$ cat config.mk
export PLATFORM = sky130hd
export DESIGN_NAME = bus_arbiter_rr
export DESIGN_NICKNAME = d
export VERILOG_FILES = /design/src/rtl/bus_arbiter_rr_pkg.sv /design/src/rtl/rr_pick.sv /design/src/rtl/bus_arbiter_rr.sv
export SDC_FILE = /design/constraint.sdc
export NUM_CORES = 1
export LEC_CHECK = 0
export CAP_MARGIN = 25
export CELL_PAD_IN_SITES_DETAIL_PLACEMENT = 2
export CELL_PAD_IN_SITES_GLOBAL_PLACEMENT = 2
export CORE_UTILIZATION = 33
export DETAILED_ROUTE_END_ITERATION = 6
export GPL_TIMING_DRIVEN = 1
export PLACE_DENSITY_LB_ADDON = 0.1
export SLEW_MARGIN = 10
export SYNTH_ARGS = -nofsm -noshare
export SYNTH_HDL_FRONTEND = slang
export SYNTH_SLANG_ARGS = --single-unit
$ cat constraint.sdc
create_clock -name clk -period 3.49 [get_ports clk]
set_clock_uncertainty 0.1 [all_clocks]
set_input_delay 0.698 -clock clk [delete_from_list [all_inputs] [get_ports clk]]
set_output_delay 0.698 -clock clk [all_outputs]
set_load 0.02 [all_outputs]
$ cat src/rtl/bus_arbiter_rr_pkg.sv
// Shared definitions for the system-bus arbiter and related arbiters.
//   - Requester id constants (bit index into bus_req/bus_ack)
//   - Arbiter state encoding
//   - Default watchdog timeout
package bus_arbiter_rr_pkg;

   localparam int BUS_ICACHE      = 0;
   localparam int BUS_DCACHE      = 1;
   localparam int BUS_NREQ        = 8;
   localparam int BUS_TIMEOUT_DEF = 64;

   typedef enum logic {
      IDLE  = 1'b0,
      GRANT = 1'b1
   } arb_state_t;

endpackage

$ cat src/rtl/rr_pick.sv
// Round-robin pick: first set bit of i_req at or above i_ptr, wrapping.
// Purely combinational; shared by the bus and writeback/cp arbiters.
// Ports:
//   i_req  N-bit request vector
//   i_ptr  priority pointer (index searched first)
//   o_vld  any request present
//   o_idx  picked index (0 when !o_vld)
//   o_oh   one-hot of picked index (0 when !o_vld)
module rr_pick #(
   parameter int N  = 8,
   parameter int IW = 3
) (
   input  logic [N-1:0]  i_req,
   input  logic [IW-1:0] i_ptr,
   output logic          o_vld,
   output logic [IW-1:0] o_idx,
   output logic [N-1:0]  o_oh
);

   logic [2*N-1:0] w_dbl;
   logic [N-1:0]   w_rot;

   // Rotating the doubled vector right by ptr puts req[ptr] at bit 0, so
   // a plain lowest-bit priority encoder gives the offset from ptr.
   always_comb begin
      int off;
      int sum;
      w_dbl = {i_req, i_req} >> i_ptr;
      w_rot = w_dbl[N-1:0];
      off   = 0;
      for (int i = N - 1; i >= 0; i--) begin
         if (w_rot[i]) off = i;
      end
      sum = int'(i_ptr) + off;
      if (sum >= N) sum = sum - N;
      o_vld = |w_rot;
      o_idx = o_vld ? IW'(sum) : '0;
      o_oh  = o_vld ? (N'(1) << o_idx) : '0;
   end

endmodule

$ cat src/rtl/bus_arbiter_rr.sv
// Round-robin arbiter for the shared OR-combined system bus.
// Grants are registered one-hot and locked until the owner drops its
// request; a dead (all-zero) cycle always separates two owners. A
// watchdog evicts an owner that sees no bus_ready for TIMEOUT cycles.
// Ports:
//   clk, Nrst      clock, async active-low reset
//   bus_req        per-requester level request
//   bus_ready      slave beat-complete
//   bus_ack        one-hot grant (0 when idle)
//   bus_busy       OR of bus_ack
//   bus_owner      current/last grantee id
//   timeout_err    one-cycle eviction pulse
//   timeout_id     id of last evicted requester
module bus_arbiter_rr
   import bus_arbiter_rr_pkg::*;
#(
   parameter int NREQ    = BUS_NREQ,
   parameter int TIMEOUT = BUS_TIMEOUT_DEF,
   parameter int IDW     = 3
) (
   input  logic            clk,
   input  logic            Nrst,
   input  logic [NREQ-1:0] bus_req,
   input  logic            bus_ready,
   output logic [NREQ-1:0] bus_ack,
   output logic            bus_busy,
   output logic [IDW-1:0]  bus_owner,
   output logic            timeout_err,
   output logic [IDW-1:0]  timeout_id
);

   localparam int CW = (TIMEOUT > 0) ? $clog2(TIMEOUT + 1) : 1;
   localparam logic [CW-1:0] CNT_LAST = CW'((TIMEOUT > 0) ? TIMEOUT - 1 : 0);

   arb_state_t      r_state;
   logic [NREQ-1:0] r_ack;
   logic [NREQ-1:0] r_mask;
   logic [IDW-1:0]  r_ptr;
   logic [IDW-1:0]  r_owner;
   logic [CW-1:0]   r_cnt;
   logic            r_tmo_err;
   logic [IDW-1:0]  r_tmo_id;

   logic            w_pick_vld;
   logic [IDW-1:0]  w_pick_idx;
   logic [NREQ-1:0] w_pick_oh;
   logic            w_own_req;
   logic            w_evict;
   logic [IDW-1:0]  w_ptr_nxt;
   logic [NREQ-1:0] w_mask_nxt;

   rr_pick #(.N(NREQ), .IW(IDW)) u_pick (
      .i_req (bus_req & ~r_mask),
      .i_ptr (r_ptr),
      .o_vld (w_pick_vld),
      .o_idx (w_pick_idx),
      .o_oh  (w_pick_oh)
   );

   assign w_own_req = |(bus_req & r_ack);

   // A release (owner req low) or a ready beat on this edge both take
   // precedence over eviction.
   assign w_evict = (TIMEOUT > 0) && (r_state == GRANT) && w_own_req &&
                    !bus_ready && (r_cnt == CNT_LAST);

   assign w_ptr_nxt = (r_owner == IDW'(NREQ - 1)) ? '0 : r_owner + 1'b1;

   // Mask bits fall as soon as the requester lets go of its request.
   assign w_mask_nxt = (r_mask & bus_req) | (w_evict ? r_ack : '0);

   always_ff @(posedge clk or negedge Nrst) begin
      if (!Nrst) begin
         r_state   <= IDLE;
         r_ack     <= '0;
         r_mask    <= '0;
         r_ptr     <= '0;
         r_owner   <= '0;
         r_cnt     <= '0;
         r_tmo_err <= 1'b0;
         r_tmo_id  <= '0;
      end else begin
         r_tmo_err <= 1'b0;
         r_mask    <= w_mask_nxt;
         case (r_state)
            IDLE: begin
               if (w_pick_vld) begin
                  r_ack   <= w_pick_oh;
                  r_owner <= w_pick_idx;
                  r_cnt   <= '0;
                  r_state <= GRANT;
               end
            end
            GRANT: begin
               if (!w_own_req) begin
                  r_ack   <= '0;
                  r_ptr   <= w_ptr_nxt;
                  r_state <= IDLE;
               end else if (w_evict) begin
                  r_ack     <= '0;
                  r_ptr     <= w_ptr_nxt;
                  r_state   <= IDLE;
                  r_tmo_err <= 1'b1;
                  r_tmo_id  <= r_owner;
               end else if (bus_ready) begin
                  r_cnt <= '0;
               end else if (r_cnt != '1) begin
                  r_cnt <= r_cnt + 1'b1;
               end
            end
            default: r_state <= IDLE;
         endcase
      end
   end

   assign bus_ack     = r_ack;
   assign bus_busy    = |r_ack;
   assign bus_owner   = r_owner;
   assign timeout_err = r_tmo_err;
   assign timeout_id  = r_tmo_id;

endmodule

# Yosys cells after proc, flatten, opt, wreduce, memory -nomap -nowiden
# Index checks and enable logic that the tools add are counted.
[totals]
elab_cells = 73
regBits = 34
out_inout_bits = 16
in_bits = 11
[op_classes]
n_lt_le_gt_ge = 1
bitwise = 6
reduce_logical = 12
muxes = 31
n_eq_ne = 9
n_addsub = 4
n_shift = 2
[ops]
columns = ["cell", "count"]
rows = [
  ["$mux W3", 13],
  ["$mux W7", 5],
  ["$mux W8", 4],
  ["$and A8 B8 Y8", 3],
  ["$reduce_or A8 Y1", 3],
  ["$pmux W8 S2", 1],
  ["$shr A16 B3 Y8", 1],
  ["$pmux W7 S2", 1],
  ["$not A8 Y8", 1],
  ["$or A8 B8 Y8", 1],
  ["$shl A1 B3 Y8 const A", 1],
  ["$add A7 B1 Y7 const B", 1],
  ["$eq A7 B6 Y1 const B", 1],
  ["$ne A7 B7 Y1 const B", 1],
  ["$mux W1", 6],
  ["$ne A2 B1 Y1 const B", 3],
  ["$ne A3 B2 Y1 const B", 2],
  ["$reduce_and A2 Y1", 3],
  ["$add A3 B3 Y4", 1],
  ["$ge A4 B4 Y1 const B", 1],
  ["$reduce_and A4 Y1", 1],
  ["$add A3 B1 Y3 const B", 1],
  ["$eq A3 B3 Y1 const B", 1],
  ["$logic_and A1 B1 Y1", 3],
  ["other kinds (6)", 6],
]

# Logic depth before layout (Yosys ltp)
# Gate-level depths: netlist of the first run.
[logic_depth]
ltp_word = 18
mapped_depth = 15

# By module
# From an unflattened synthesis of the first run, not the netlist that was laid out.
[hier_totals]
hier_cells = 226
area_unflattened_um2 = 2301.0
[modules_own_cells]
columns = ["mod", "area_per_inst_um2", "cells_per_inst", "n_inst", "seq_area_each_um2"]
rows = [
  ["bus_arbiter_rr", 1565.3, 132, 1, 850.8],
  ["rr_pick", 735.7, 94, 1, 0.0],
]

# Worst setup path after synthesis of the first run
# No wires, ideal clock.
[synth_timing]
kind = "input -> register"
from = "in bus_req[0]"
to = "reg r_ack[5] (netlist: bus_ack[5])"
arrival_ns = 3.223
setup_time_ns = 0.066
stages = 12
t_required_ns = 3.324
path_slack_ns = 0.101
path_buffers = 0
path_cell_list = "and4b_1 or4_4 mux2i_4 nand2b_1 nand3_1 and2_1 ha_1 fa_1 xnor2_1 nor2_1 a21oi_1 a22o_1"
[synth_via]
elab_chain_len = 17
elab_cells_between_ends = 28
cone_classes = "2 x add/sub; 1 x order compare; 2 x eq/ne; 2 x shift; 13 x mux; 2 x bitwise; 6 x reduce/logical"
[synth_rtl]
columns = ["item", "line", "rtl"]
rows = [
  ["start: declaration", "bus_arbiter_rr.sv:23", "input logic [NREQ-1:0] bus_req,"],
  ["$and A8 B8 Y8", "bus_arbiter_rr.sv:53", ".i_req (bus_req & ~r_mask),"],
  ["$shr A16 B3 Y8", "rr_pick.sv:28", "w_dbl = {i_req, i_req} >> i_ptr;"],
  ["$mux W3 (8 in series)", "rr_pick.sv:32", "if (w_rot[i]) off = i;"],
  ["$add A3 B3 Y4", "rr_pick.sv:34", "sum = int'(i_ptr) + off;"],
  ["$ge A4 B4 Y1 / $sub A3 B1 Y3 (equally long branches)", "rr_pick.sv:35", "if (sum >= N) sum = sum - N;"],
  ["$mux W3", "rr_pick.sv:35", ""],
  ["$mux W3", "rr_pick.sv:37", "o_idx = o_vld ? IW'(sum) : '0;"],
  ["$shl A1 B3 Y8", "rr_pick.sv:38", "o_oh = o_vld ? (N'(1) << o_idx) : '0;"],
  ["$mux W8", "bus_arbiter_rr.sv:87", "if (w_pick_vld) begin"],
  ["$pmux W8 S2", "bus_arbiter_rr.sv:85", "case (r_state)"],
  ["end signal: assignment", "bus_arbiter_rr.sv:88", "r_ack <= w_pick_oh;"],
  ["end: declaration", "bus_arbiter_rr.sv:36", "logic [NREQ-1:0] r_ack;"],
]
# Parallel ways exist; a longest one is shown, timed or not. The select of a mux whose other input is x is not followed.
# A chain may end at the register's enable or synchronous reset.

# Final worst setup path of the first run
[layout_timing]
from = "in bus_req[5]"
to = "reg r_ack[5] (netlist: bus_ack[5])"
# The elaborated chain is that of the path after synthesis.

==> flow_metrics.env, run 1 <==
export IMPL_cts_buffers=5
export IMPL_fp_row_count=28
export IMPL_reg2reg_depth=13
export IMPL_switchingPower_mw=1.25
export IMPL_tightest_slew_ns=0.677
export IMPL_utilization=0.482
export IMPL_ys_seq_area_frac=0.397
export IMPL_power_density_mw_per_mm2=978
export IMPL_wire_per_inst_um=22.3
export IMPL_ioPinCount=27
export IMPL_intPower_mw=1.62
export IMPL_hold_depth=1
export IMPL_grt_max_degree=35
export IMPL_grt_usage=0.225
export IMPL_end_kind="register"
export IMPL_fmax_mhz=295
export IMPL_cts_tree="done"
export IMPL_overflow=0
export IMPL_grt_first_pass_wirelength_um=11200
export IMPL_h_tree_depth=2
export IMPL_grt_pass1_vias=2054
export IMPL_setup_viol=0
export IMPL_synth_edf_count=0
export IMPL_worst_r2r_endpoint="bus_ack[5]"
export IMPL_antenna_left=0
export IMPL_initial_core_util=0.351
export IMPL_max_slew_margin_rel=0.549
export IMPL_synthFlopType="dfrtp_1"
export IMPL_fin_cells=322
export IMPL_place_congestion=0.806
export IMPL_outcome="completed"
export IMPL_synth_distinct_cells=50
export IMPL_worstSetupPathType="in2reg"
export IMPL_antenna_found_initial=0
export IMPL_crit_path_start_kind="input port"
export IMPL_worst_hold_slack_ns=0.413
export IMPL_drv_slew=0
export IMPL_hold_path_class="reg2reg"
export IMPL_period_share=0.973
export IMPL_core_area_mm2=0.00610
export IMPL_netlist_area_mm2=0.00214
export IMPL_crit_required_ns=3.61
export IMPL_r2r_slack_ns=0.1
export IMPL_finalHoldViolations=0
export IMPL_startpoint="bus_req[5]"
export IMPL_area_delta_synth_final_pct=37.1
export IMPL_nets=262
export IMPL_dp_cells=311
export IMPL_pwr_share_clk=0.104
export IMPL_period_minus_slack_ns=3.39
export IMPL_netlist_instances=189
export IMPL_cts_buffer_depth=2
export IMPL_diodes=0
export IMPL_dieArea_mm2=0.00682
export IMPL_setup_tns_final_ns=0
export IMPL_final_layout_size_suffix_gt1_frac=0.360
export IMPL_seq_power_share=0.204
export IMPL_dr_total_vias=1849
export IMPL_fp_dieH_um=82.6
export IMPL_reg2reg_from="r_ptr[2]"
export IMPL_final_setup_worst_slack_ns=0.0957
export IMPL_cp_max_fo=4
export IMPL_drv_cap=0
export IMPL_swShare=0.437
export IMPL_cts_sinks=34
export IMPL_routed_wl_um=7170
export IMPL_async_flop_share=1.00
export IMPL_pre_cts_slack_ns=-0.765
export IMPL_dpl_hpwl_um=5100
export IMPL_crit_arrival_ns=3.51
export IMPL_synth_warnings=0
export IMPL_fp_dieW_um=82.6
export IMPL_comb_power_share=0.691
export IMPL_drtIter0Drc=56
export IMPL_clkTransAtPathRegs_ns=0.07
export IMPL_via_per_inst=5.74
export IMPL_drtPass1Iterations=4
export IMPL_ir_worst_vdd_mv=0.521
export IMPL_leakage_nw=1.27
export IMPL_ys_ff_latch=34
export IMPL_port_buffers=26
export IMPL_cts_root_buf="clkbuf_8"
export IMPL_insertion_delay_ns=0.28
export IMPL_synth_area_per_cell_um2=11.3
export IMPL_hold_buffers=0
export IMPL_drc_errors=0
export IMPL_critPathCapture="bus_ack[5]"
export IMPL_syn_num_nets=205
==> layer usage <==
layer / track usage / vias up / routed length, µm
met5: 0 / - / 0
met1: 0.307 / 960 / 3300
met2: 0.375 / 31 / 3670
li1: - / 853 / -
met3: 0.0352 / 5 / 173
met4: 0.0517 / 0 / 34
==> critical path, stage by stage <==
cell and delay, ns:
clkbuf_2 0.15, nor2b_1 0.17, mux4_2 0.48, mux2_4 0.30, nand2b_4 0.07, a21o_1 0.11
nand3_1 0.07, and2_1 0.17, ha_2 0.17, fa_2 0.38, xnor2_4 0.30, nor2_4 0.08
a21oi_4 0.18, a22o_1 0.17
==> synthesized netlist by cell type (all sizes together) (3+ instances only) <==
library cell	count	share of area
nor2	6	0.014
mux2	11	0.058
ha	4	0.023
o31ai	4	0.014
a21oi	3	0.0070
dfrtp	34	0.40
buf	6	0.022
nand3	6	0.014
and4b	5	0.023
nor3	3	0.0070
nor4	5	0.015
nor4b	5	0.020
nor2b	12	0.039
mux2i	4	0.030
a21o	4	0.014
a22o	16	0.065
nand2b	7	0.020
o21ai	3	0.0070
a22oi	4	0.014
nor4bb	11	0.051
mux4	3	0.032
nand2	9	0.016
==> power groups by stage <==
| stage | sequential (mW) | combinational [mW] | clock, mW |
|---|---|---|---|
| after CTS | 0.583 | 1.82 | 0.307 |
| after global placement | 0.580 | 1.53 | 0 |
| after floorplan | 0.570 | 1.03 | 0 |
| final | 0.587 | 1.99 | 0.300 |
| after global routing | 0.598 | 2.13 | 0.324 |
| after detailed placement | 0.586 | 1.62 | 0 |
==> flip-flops by register name (all words and copies together) (netlist names) <==
signal	cells
r_state	1
bus_ack	8
timeout_err	1
timeout_id	3
bus_owner	3
r_ptr	3
r_cnt	7
r_mask	8
==> final cells by class <==
type	count	area [µm²]
clock inverter	1	5.00
sequential	34	851
clock buffer	7	86.3
inverter	2	7.51
tap	75	93.8
fill	662	3160
timing repair buffer	58	477
multi-input combinational	145	1420
==> worst min-delay path by stage <==
stage / startpoint / end / slack, ns
5_1_grt: timeout_id[2] / timeout_id[2] / 0.45
4_1_cts: timeout_id[2] / timeout_id[2] / 0.42
3_3_place_gp: timeout_id[1] / timeout_id[1] / 0.39
6_report: r_cnt[6] / r_cnt[6] / 0.41
2_1_floorplan: Nrst / bus_ack[0] / 0.30
3_5_place_dp: r_cnt[6] / r_cnt[6] / 0.40
==> stage by stage <==
stage,power (mW),instance area [µm²]
3_3_place_gp,2.11,2670
4_1_cts,2.71,2860
3_5_place_dp,2.20,2670
5_1_grt,3.05,2940
6_report,2.87,2940
2_1_floorplan,1.60,2140
==> placed cells by master (no fill, tap or decap), types with 4 or more instances in the layout <==
master / n
and4b_1: 5
mux2_2: 7
clkbuf_2: 5
a22o_1: 16
a21o_1: 4
nor4bb_1: 6
nor2_1: 4
clkdlybuf4s50_1: 18
o31ai_1: 4
buf_4: 30
a22oi_1: 4
clkbuf_8: 6
dfrtp_1: 34
nand2b_1: 6
nor2b_1: 10
nand3_1: 6
nand2_1: 9
==> kinds of logic after synthesis <==
kind of cell             count (synthesis)  synth area share
AND/OR/NAND/NOR                         80             0.266
buffers and inverters                   10            0.0292
flip-flops                              34             0.397
AO/OA/AOI/OAI                           41             0.151
XOR/XNOR                                 1           0.00409
multiplexers                            18             0.120
adder cells (fa/ha/maj)                  5            0.0327
==> what timing repair did <==
action / CTS / global route
gates resized for setup: 34 / 26
setup buffers: 1 / 2
pin swaps: 5 / 5
setup endpoints to repair: 10 / 10
Power figures use the tool's default switching activity.
==> run 2, diff against run 1 <==
CAP_MARGIN = 10   (was 25)
SKIP_LAST_GASP = 1   (was default)
==> flow_metrics.env, run 2 (same netlist as run 1, synthesis figures left out) <==
export IMPL_placed_cell_area_mm2=0.00267
export IMPL_final_setup_worst_slack_ns=0.0893
export IMPL_grt_first_pass_wirelength_um=11200
export IMPL_fp_dieW_um=82.6
export IMPL_leakage_nw=1.27
export IMPL_outcome="completed"
export IMPL_grt_max_degree=35
export IMPL_tightest_slew_ns=0.677
export IMPL_dr_total_vias=1853
export IMPL_crit_required_ns=3.61
export IMPL_finalPower_mw=2.88
export IMPL_worst_hold_slack_ns=0.413
export IMPL_setup_viol=0
export IMPL_pre_cts_slack_ns=-0.765
export IMPL_period_share=0.974
export IMPL_fp_row_count=28
export IMPL_antenna_found_initial=0
export IMPL_hold_path_class="reg2reg"
export IMPL_drv_cap=0
export IMPL_fin_area_mm2=0.00294
export IMPL_end_kind="register"
export IMPL_ir_worst_vdd_mv=0.522
export IMPL_pwr_share_clk=0.104
export IMPL_finalHoldViolations=0
export IMPL_grt_pass1_vias=2055
export IMPL_insertion_delay_ns=0.28
export IMPL_dieArea_mm2=0.00682
export IMPL_nets=262
export IMPL_place_congestion=0.806
export IMPL_ioPinCount=27
export IMPL_crit_arrival_ns=3.52
export IMPL_cts_buffer_depth=2
export IMPL_r2r_slack_ns=0.10
export IMPL_cts_root_buf="clkbuf_8"
export IMPL_area_delta_synth_final_pct=37.1
export IMPL_diodes=0
export IMPL_drtPass1Iterations=4
export IMPL_fp_dieH_um=82.6
export IMPL_cts_tree="done"
export IMPL_dp_cells=311
export IMPL_via_per_inst=5.75
export IMPL_setup_tns_final_ns=0
export IMPL_initial_core_util=0.351
export IMPL_max_slew_margin_rel=0.549
export IMPL_antenna_left=0
export IMPL_intPower_mw=1.62
export IMPL_fin_cells=322
export IMPL_power_density_mw_per_mm2=979
export IMPL_drtIter0Drc=42
export IMPL_routed_wl_um=7190
export IMPL_h_tree_depth=2
export IMPL_drc_errors=0
export IMPL_utilization=0.482
export IMPL_wire_per_inst_um=22.3
export IMPL_port_buffers=26
export IMPL_grt_usage=0.225
export IMPL_swShare=0.437
export IMPL_layout_common_cells="34 x dfrtp_1, 30 x buf_4, 18 x clkdlybuf4s50_1"
export IMPL_drv_slew=0
export IMPL_comb_power_share=0.692
export IMPL_cts_sinks=34
export IMPL_dpl_hpwl_um=5100
export IMPL_clkTransAtPathRegs_ns=0.07
export IMPL_final_layout_size_suffix_gt1_frac=0.360
export IMPL_layout_commonest_cell="dfrtp_1"
export IMPL_worstSetupPathType="in2reg"
export IMPL_overflow=0
export IMPL_period_minus_slack_ns=3.40
export IMPL_core_area_mm2=0.00610
export IMPL_crit_path_start_kind="input port"
export IMPL_fmax_mhz=294
export IMPL_switchingPower_mw=1.26
export IMPL_seq_power_share=0.204
export IMPL_cts_buffers=5
export IMPL_cp_max_fo=4
## run 2: cell types whose count changed in the layout (fill, tap and decap cells not counted), sizes merged
cell,previous run,this run
clkbuf,12,13
buf,35,34
## run 2: power by group through the flow
stage | combinational [mW] | sequential (mW) | clock, mW
2_1_floorplan | 1.03 | 0.570 | 0
3_3_place_gp | 1.53 | 0.580 | 0
3_5_place_dp | 1.62 | 0.586 | 0
4_1_cts | 1.82 | 0.583 | 0.307
5_1_grt | 2.13 | 0.598 | 0.324
6_report | 1.99 | 0.587 | 0.299
## run 2: final timing paths
kind | start | endpoint | cells past startpoint
hold reg to reg | r_cnt[6] | r_cnt[6] | 1
min in group asynchronous | Nrst | timeout_err | 2
setup / recovery | bus_req[5] | bus_ack[5] | 14
max in group asynchronous | Nrst | r_cnt[0] | 2
setup reg to reg | r_ptr[2] | bus_ack[5] | 13
hold / removal | r_cnt[6] | r_cnt[6] | 1
## run 2: cell type report
class	instances	area, µm²
multi-input cells	145	1420
fillers	662	3160
inverters	2	7.51
clock buffers	7	86.3
flip-flops and latches	34	851
clock inverters	1	5.00
well taps	75	93.8
repair buffers	58	477
## run 2: worst max-delay path, cell delays in order
cell,delay (ns)
clkbuf_2,0.16
nor2b_1,0.18
mux4_2,0.48
mux2_4,0.30
nand2b_4,0.07
a21o_1,0.11
nand3_1,0.07
and2_1,0.17
ha_2,0.17
fa_2,0.38
xnor2_4,0.30
nor2_4,0.08
a21oi_4,0.18
a22o_1,0.17
## run 2: what timing repair did
action	4_1_cts	5_1_grt
resized for setup	32	27
setup endpoints to repair	10	10
pin swaps	5	6
cloned	0	0
hold buffers	0	0
setup buffers	1	2
## run 2: layer usage
| metal | routed length [µm] | share of wire | global-route usage |
|---|---|---|---|
| met1 | 3330 | 0.46 | 0.307 |
| met2 | 3690 | 0.51 | 0.374 |
| met3 | 137 | 0.019 | 0.0352 |
| met4 | 34 | 0.0047 | 0.0517 |
| met5 | 0 | 0 | 0 |
